[src/rtl/seven_segment_reader.sv]
// seven_segment_reader: debounces a 7-segment display and presents each newly settled digit as a BCD word.
// Define SEVEN_SEGMENT_READER_SYNC_EN to pass A..G through a two-flop synchronizer first.
module seven_segment_reader #(
  parameter int STABLE_CYCLES = 4
) (
  input  logic clk,
  input  logic reset,
  input  logic A,
  input  logic B,
  input  logic C,
  input  logic D,
  input  logic E,
  input  logic F,
  input  logic G,
  input  logic Ready,
  output logic W,
  output logic X,
  output logic Y,
  output logic Z,
  output logic Valid,
  output logic Err,
  output logic Overrun
);
  logic [6:0] seg, s, prev_q, l_q;
  logic [7:0] cnt_q, cnt_d;
  logic [3:0] word_q, word_d, dec;
  logic valid_q, valid_d, err_q, err_d, ovr_q, ovr_d, same, stable, accept;
  assign seg = {A, B, C, D, E, F, G};
`ifdef SEVEN_SEGMENT_READER_SYNC_EN
  logic [6:0] sync1_q, sync2_q;
  always_ff @(posedge clk) begin
    if (reset) begin
      sync1_q <= '0;
      sync2_q <= '0;
    end else begin
      sync1_q <= seg;
      sync2_q <= sync1_q;
    end
  end
  assign s = sync2_q;
`else
  assign s = seg;
`endif
  // 4'hf doubles as the illegal-pattern marker; no legal digit decodes to it
  always_comb begin
    dec = 4'hf;
    case (s)
      7'b1111110: dec = 4'd0;
      7'b0110000: dec = 4'd1;
      7'b1101101: dec = 4'd2;
      7'b1111001: dec = 4'd3;
      7'b0110011: dec = 4'd4;
      7'b1011011: dec = 4'd5;
      7'b1011111: dec = 4'd6;
      7'b1110000: dec = 4'd7;
      7'b1111111: dec = 4'd8;
      7'b1111011: dec = 4'd9;
      default:    dec = 4'hf;
    endcase
  end
  assign same   = s == prev_q;
  assign cnt_d  = same ? cnt_q + {7'd0, cnt_q != 8'hff} : 8'd0;
  // run length of identical samples is cnt_q+2 when the current sample matches the previous one
  assign stable = same ? ({2'b0, cnt_q} + 10'd2 >= 10'(STABLE_CYCLES)) : (STABLE_CYCLES == 1);
  assign accept = stable && s != l_q;
  always_comb begin
    word_d  = word_q;
    err_d   = err_q;
    valid_d = valid_q && !Ready;
    ovr_d   = ovr_q;
    if (accept && s != 7'd0) begin
      word_d  = dec;
      err_d   = dec == 4'hf;
      valid_d = 1'b1;
      ovr_d   = ovr_q | (valid_q & ~Ready);
    end
  end
  always_ff @(posedge clk) begin
    if (reset) begin
      prev_q  <= '0;
      cnt_q   <= '0;
      l_q     <= '0;
      word_q  <= '0;
      err_q   <= 1'b0;
      valid_q <= 1'b0;
      ovr_q   <= 1'b0;
    end else begin
      prev_q  <= s;
      cnt_q   <= cnt_d;
      l_q     <= accept ? s : l_q;
      word_q  <= word_d;
      err_q   <= err_d;
      valid_q <= valid_d;
      ovr_q   <= ovr_d;
    end
  end
  assign {W, X, Y, Z} = word_q;
  assign Valid        = valid_q;
  assign Err          = err_q;
  assign Overrun      = ovr_q;
endmodule

[config.mk]
export PLATFORM = sky130hd
export DESIGN_NAME = seven_segment_reader
export DESIGN_NICKNAME = d
export VERILOG_FILES = /design/src/rtl/seven_segment_reader.sv
export SDC_FILE = /design/constraint.sdc
export NUM_CORES = 1
export LEC_CHECK = 0
export CAP_MARGIN = 0
export CORE_ASPECT_RATIO = 1.25
export CORE_MARGIN = 10
export CORE_UTILIZATION = 52
export CTS_BUF_LIST = sky130_fd_sc_hd__clkbuf_8
export DETAILED_ROUTE_END_ITERATION = 10
export GPL_ROUTABILITY_DRIVEN = 0
export HOLD_SLACK_MARGIN = 0.06
export MAX_ROUTING_LAYER = met4
export PLACE_DENSITY_LB_ADDON = 0.1
export SYNTH_ARGS = -nofsm -noshare
export SYNTH_HDL_FRONTEND = slang
export SYNTH_SLANG_ARGS = --single-unit
[constraint.sdc]
create_clock -name clk -period 1.7 [get_ports clk]
set_input_delay 0.34 -clock clk [delete_from_list [all_inputs] [get_ports clk]]
set_output_delay 0.34 -clock clk [all_outputs]
set_load 0.01 [all_outputs]
### Yosys cells after proc, flatten, opt, wreduce, memory -nomap -nowiden

Cells that the tools add are included.

| storage, ports and cells | value |
|---|---|
| register bits after elaboration | 29 |
| input bits | 10 |
| output and inout port bits | 7 |
| logic and storage cells | 37 |

| operators by class | value |
|---|---|
| add/sub/neg operators | 2 |
| order comparisons | 1 |
| equality and inequality tests | 14 |
| muxes and demuxes | 3 |
| bitwise logic cells | 4 |
| reduce and logical (&&, ||, !) cells | 6 |

Operator list:

| operator | number |
|---|---|
| 7-bit == test, second input constant | 8 |
| 4-bit one-hot mux with 10 select lines | 1 |
| 7-bit by 6-bit == test with 1-bit output, second input constant | 2 |
| 8-bit by 2-bit adder with 9-bit output, second input constant | 1 |
| 9-bit by 3-bit greater-or-equal comparator with 1-bit output, second input constant | 1 |
| 8-bit by 1-bit adder with 8-bit output | 1 |
| 8-bit != test, second input constant | 1 |
| 7-bit == test | 1 |
| 7-bit != test | 1 |
| 7-bit nonzero test | 1 |
| 4-bit == test, second input constant | 1 |
| 1-bit logical AND | 3 |
| 1-bit two-way mux | 2 |
| 1-bit NOT | 2 |
| 2-bit OR reduction | 1 |
| 1-bit bitwise AND | 1 |
| 1-bit logical NOT | 1 |
| 1-bit OR | 1 |

### Depth between registers and ports, before layout

| depth | value |
|---|---|
| depth after elaboration | 6 |
| mapped depth | 8 |
| mapped depth without buffers | 8 |

### Worst setup path after synthesis

No wires, ideal clock.

| timing path | value |
|---|---|
| kind | flip-flop to flip-flop |
| from | register cnt_q[2] |
| to | register ovr_q (netlist: Overrun) |
| setup time | 0.087 ns |
| arrival | 1.516 ns |
| data required time | 1.613 ns |
| slack | 0.097 ns |
| stages on the path, launching flop included | 8 |
| path buffers | 1 |
| period minus slack after synthesis | 1.603 ns |
| path through | dfxtp_1 > ha_1 > a21boi_0 > a21oi_1 > o22a_1 > buf_2 > nand3_1 > o31ai_1 |

| on the way | value |
|---|---|
| cells in the longest elaborated chain, start to end | 5 |

Ends and longest elaborated chain:

| what | RTL line | text |
|---|---|---|
| start: declaration | 25 | `logic [7:0] cnt_q, cnt_d;` |
| start signal: assignment | 89 | `cnt_q <= cnt_d;` |
| 8-bit by 2-bit adder with 9-bit output | 64 | `assign stable = same ? ({2'b0, cnt_q} + 10'd2 >= 10'(STABLE_CYCLES)) : (STABLE_CYCLES == 1);` |
| 9-bit by 3-bit greater-or-equal comparator with 1-bit output | 64 |  |
| 1-bit two-way mux | 64 |  |
| 1-bit logical AND | 65 | `assign accept = stable && s != l_q;` |
| 1-bit logical AND | 71 | `if (accept && s != 7'd0) begin` |
| end signal: assignment | 94 | `ovr_q <= ovr_d;` |
| end: declaration | 27 | `logic valid_q, valid_d, err_q, err_d, ovr_q, ovr_d, same, stable, accept;` |

Every way passes these cells.
A chain may end at the register's enable or synchronous reset.

### Worst setup path after layout

| timing path | value |
|---|---|
| from | register cnt_q[1] |
| to | register err_q (netlist: Err) |

| on the way | value |
|---|---|
| cells in the longest elaborated chain, start to end | 5 |

Ends and longest elaborated chain:

| what | RTL line | text |
|---|---|---|
| 8-bit by 2-bit adder with 9-bit output | 64 |  |
| 9-bit by 3-bit greater-or-equal comparator with 1-bit output | 64 |  |
| 1-bit two-way mux | 64 |  |
| 1-bit logical AND | 65 |  |
| 1-bit logical AND | 71 |  |
| end signal: assignment | 92 | `err_q <= err_d;` |
| end: declaration | 27 |  |

Every way passes these cells.

==> qor.yml <==
nNetsFinal: 228
synth_nets: 188
antenna_found_initial: 0
cts_buffers: 5
cts-root-buf: "clkbuf_8"
synth_cell_types: 46
synthFlopType: "dfxtp_1"
drv_cap: 0
cts_tree: "yes"
tightestPinTransition_ps: 334
fill_cells: 218
finalCoreUtilization_pct: 73.5
dieHeight_um: 80.5
portBuffers: 16
initial_utilization_pct: 55.2
path_clk_slew_ps: 60
clkSinkCount: 29
wl_um: 3700
grt.overflow.total: 0
cts_hold_buf: 0
avgSynthCellArea_um2: 8.71
outcome: "finished, final reports clean"
wl_met2_um: 2020
synth_seq_cells: 29
route.met3.wl_um: 101
synth_edf_count: 0
ios: 17
synth.area.top_cells: "dfxtp_1 (38%), xnor2_1 (9.2%), nand3_1 (5.3%), a21oi_1 (3.9%), nor2_1 (3.4%)"
num_antenna_cells: 0
grt_max_degree: 18
cp.arrival_ps: 1830
clk-insertion-delay-late_ps: 280
hold_class: "reg -> reg"
crit_path_end_kind: "register"
r2r_slack_ps: 80
cp_num_buf_inv: 0
wl_met1_um: 1510
drtAntennaViolNets: 0
relSlewSlack_pct: 77.5
crit_family: "compound AO/OA/AOI/OAI gates"
cts.htree.levels: 2
power_frac_seq_pct: 50.0
cp_slowest_stage_delay_ps: 310
drc: 0
setup_violations: 0
critical_path_required_ps: 1910
power.switching_uw: 338
skew_ps: 3.73
p_int_mw: 1.05
clk_path_buf_depth: 2
netlist.area_leader.share_pct: 38.1
grtUsageTotal_pct: 15.5
dieArea_um2: 5510
peakVddDrop_mv: 0.607
vias: 1383
core_area_um2: 2760
synth_top_area_cell: "dfxtp_1"
vias_per_cell: 5.53
timing.final.crit_period_ps: 1620
finalCritPeriodShare_pct: 95.6
die_x_um: 68.4
async_reset_ff_share_pct: 0
multi_input_area_um2: 917
rsz0062_at_grt: "no"
critPathSlowestCell: "dfxtp_1"
drtPass1Iterations: 4
slew_violations: 0
synthesis.area_um2: 1520
drive_above_1_share_pct: 25.0
hpwlAfterDp_um: 2810
synth_warnings: 0
p_sw_share_pct: 24.4
clock.fmax_ghz: 0.616
fp-row-count: 21
wl_per_cell_um: 14.8
power_frac_comb_pct: 11.8
area_growth_pct: 33.0
design_area_um2: 2030
grt_pass1_vias: 1494
netlist_instances: 175
highest_layer: "met4"
crit_path_max_fanout: 5
powerDensity_nw_per_um2: 684
seqCellArea_um2: 581
path_cells: "ha_2, a21boi_1, a21oi_1, o22a_2, and3_4, mux2i_1"
start_kind: "register"
critPathKind: "reg -> reg"
clkPwrFrac_pct: 38.2
seq_area_frac_synth_pct: 38.1
timing.hold.ws_ps: 473
power.leakage_nw: 0.763
hold_violations: 0
drtIter0Drc: 46
grt_pass1_wl_um: 6490
dpl_cell_area_um2: 1860
## repair_timing
action	CTS	global route
setup buffers	2	0
pin swaps	4	1
gates resized for setup	18	10
hold endpoints to repair	0	0
setup endpoints to repair	22	16
## state kept, by name, indices dropped and copies added, names as in the netlist
| name | cells |
|---|---|
| prev_q | 7 |
| Valid | 1 |
| Overrun | 1 |
| l_q | 7 |
| Err | 1 |
| word_q | 4 |
| cnt_q | 8 |
## layer usage
layer | vias up | GRT usage (%)
li1 | 692 | -
met1 | 657 | 15.4
met2 | 27 | 27.4
met3 | 7 | 4.17
met4 | 0 | 6.45
met5 | - | -
## cells in the final DEF, fill, tap and decap left out, types with 2 or more instances in the layout
cell	instances
dfxtp_1	29
buf_4	27
xnor2_1	16
nand3_1	15
nor2_1	14
a21oi_1	10
clkdlybuf4s50_1	9
o21ai_0	7
nand2b_1	6
dlygate4sd2_1	6
nand2_1	5
inv_1	5
nor2b_1	5
xor2_1	5
clkbuf_8	5
nand4_1	3
mux2i_1	3
a31oi_1	3
buf_6	3
or3_1	2
a21oi_2	2
nor3_1	2
ha_2	2
clkinv_2	2
## power groups by stage
stage                     combinational, mW  clock, mW  sequential, mW
after CTS                             0.161      0.535           0.693
after global placement                0.153          0           0.707
after detailed placement              0.156          0           0.707
after floorplan                      0.0935          0           0.707
final                                 0.164      0.529           0.693
after global routing                  0.179      0.575           0.693
## Yosys cell counts (all sizes together) (2+ instances only)
| cell type | count |
|---|---|
| nor4 | 2 |
| nand3 | 16 |
| clkbuf | 3 |
| dfxtp | 29 |
| a21oi | 12 |
| nor2 | 14 |
| and3 | 2 |
| a211o | 2 |
| or3 | 2 |
| nand4 | 3 |
| nor3 | 2 |
| xor2 | 5 |
| o21ai | 8 |
| nand2 | 5 |
| xnor2 | 16 |
| buf | 10 |
| a211oi | 2 |
| or2 | 2 |
| nor2b | 5 |
| inv | 4 |
| mux2i | 3 |
| o22ai | 2 |
| ha | 3 |
| a31oi | 3 |
| nand2b | 6 |
## tightest hold or removal path, stage by stage, from the launching register on
cell and delay, ps:
dfxtp_1 330, nand2b_1 60, o31ai_1 50
## through the flow
stage	total power, mW	TNS [ps]	instances	setup WS (ps)
after floorplan	0.800	0	175	96.7
after global placement	0.861	-7630	240	-448
after detailed placement	0.864	-8460	240	-500
after CTS	1.39	0	250	3.07
after global routing	1.45	0	250	1.84
final	1.39	0	250	75.3
## worst paths after layout
check	start	to	depth (start not counted)
worst max register to register	cnt_q[1]	Err	6
worst max-delay path	cnt_q[1]	Err	6
worst min register to register	Overrun	Overrun	2
worst min-delay path	Overrun	Overrun	2
## final cells by class
type / count / share of cell area (%)
Clock buffer: 5 / 3.40
Tap cell: 34 / 2.10
Multi-Input combinational cell: 129 / 45.2
Sequential cell: 29 / 28.6
Clock inverter: 3 / 0.679
Inverter: 4 / 0.741
Timing Repair Buffer: 46 / 19.2
## cell families (layout without fill, tap and decap cells)
logic type	count (synthesis)	in the layout	share of synthesized area [%]
flip-flops	29	29	38.1
buffers and inverters	17	58	5.83
XOR/XNOR	21	21	12.1
AO/OA/AOI/OAI	36	36	15.1
adder cells (fa/ha/maj)	3	3	2.46
multiplexers	3	3	1.97
AND/OR/NAND/NOR	66	66	24.5
Note: power is estimated with default switching activity, not from simulation.
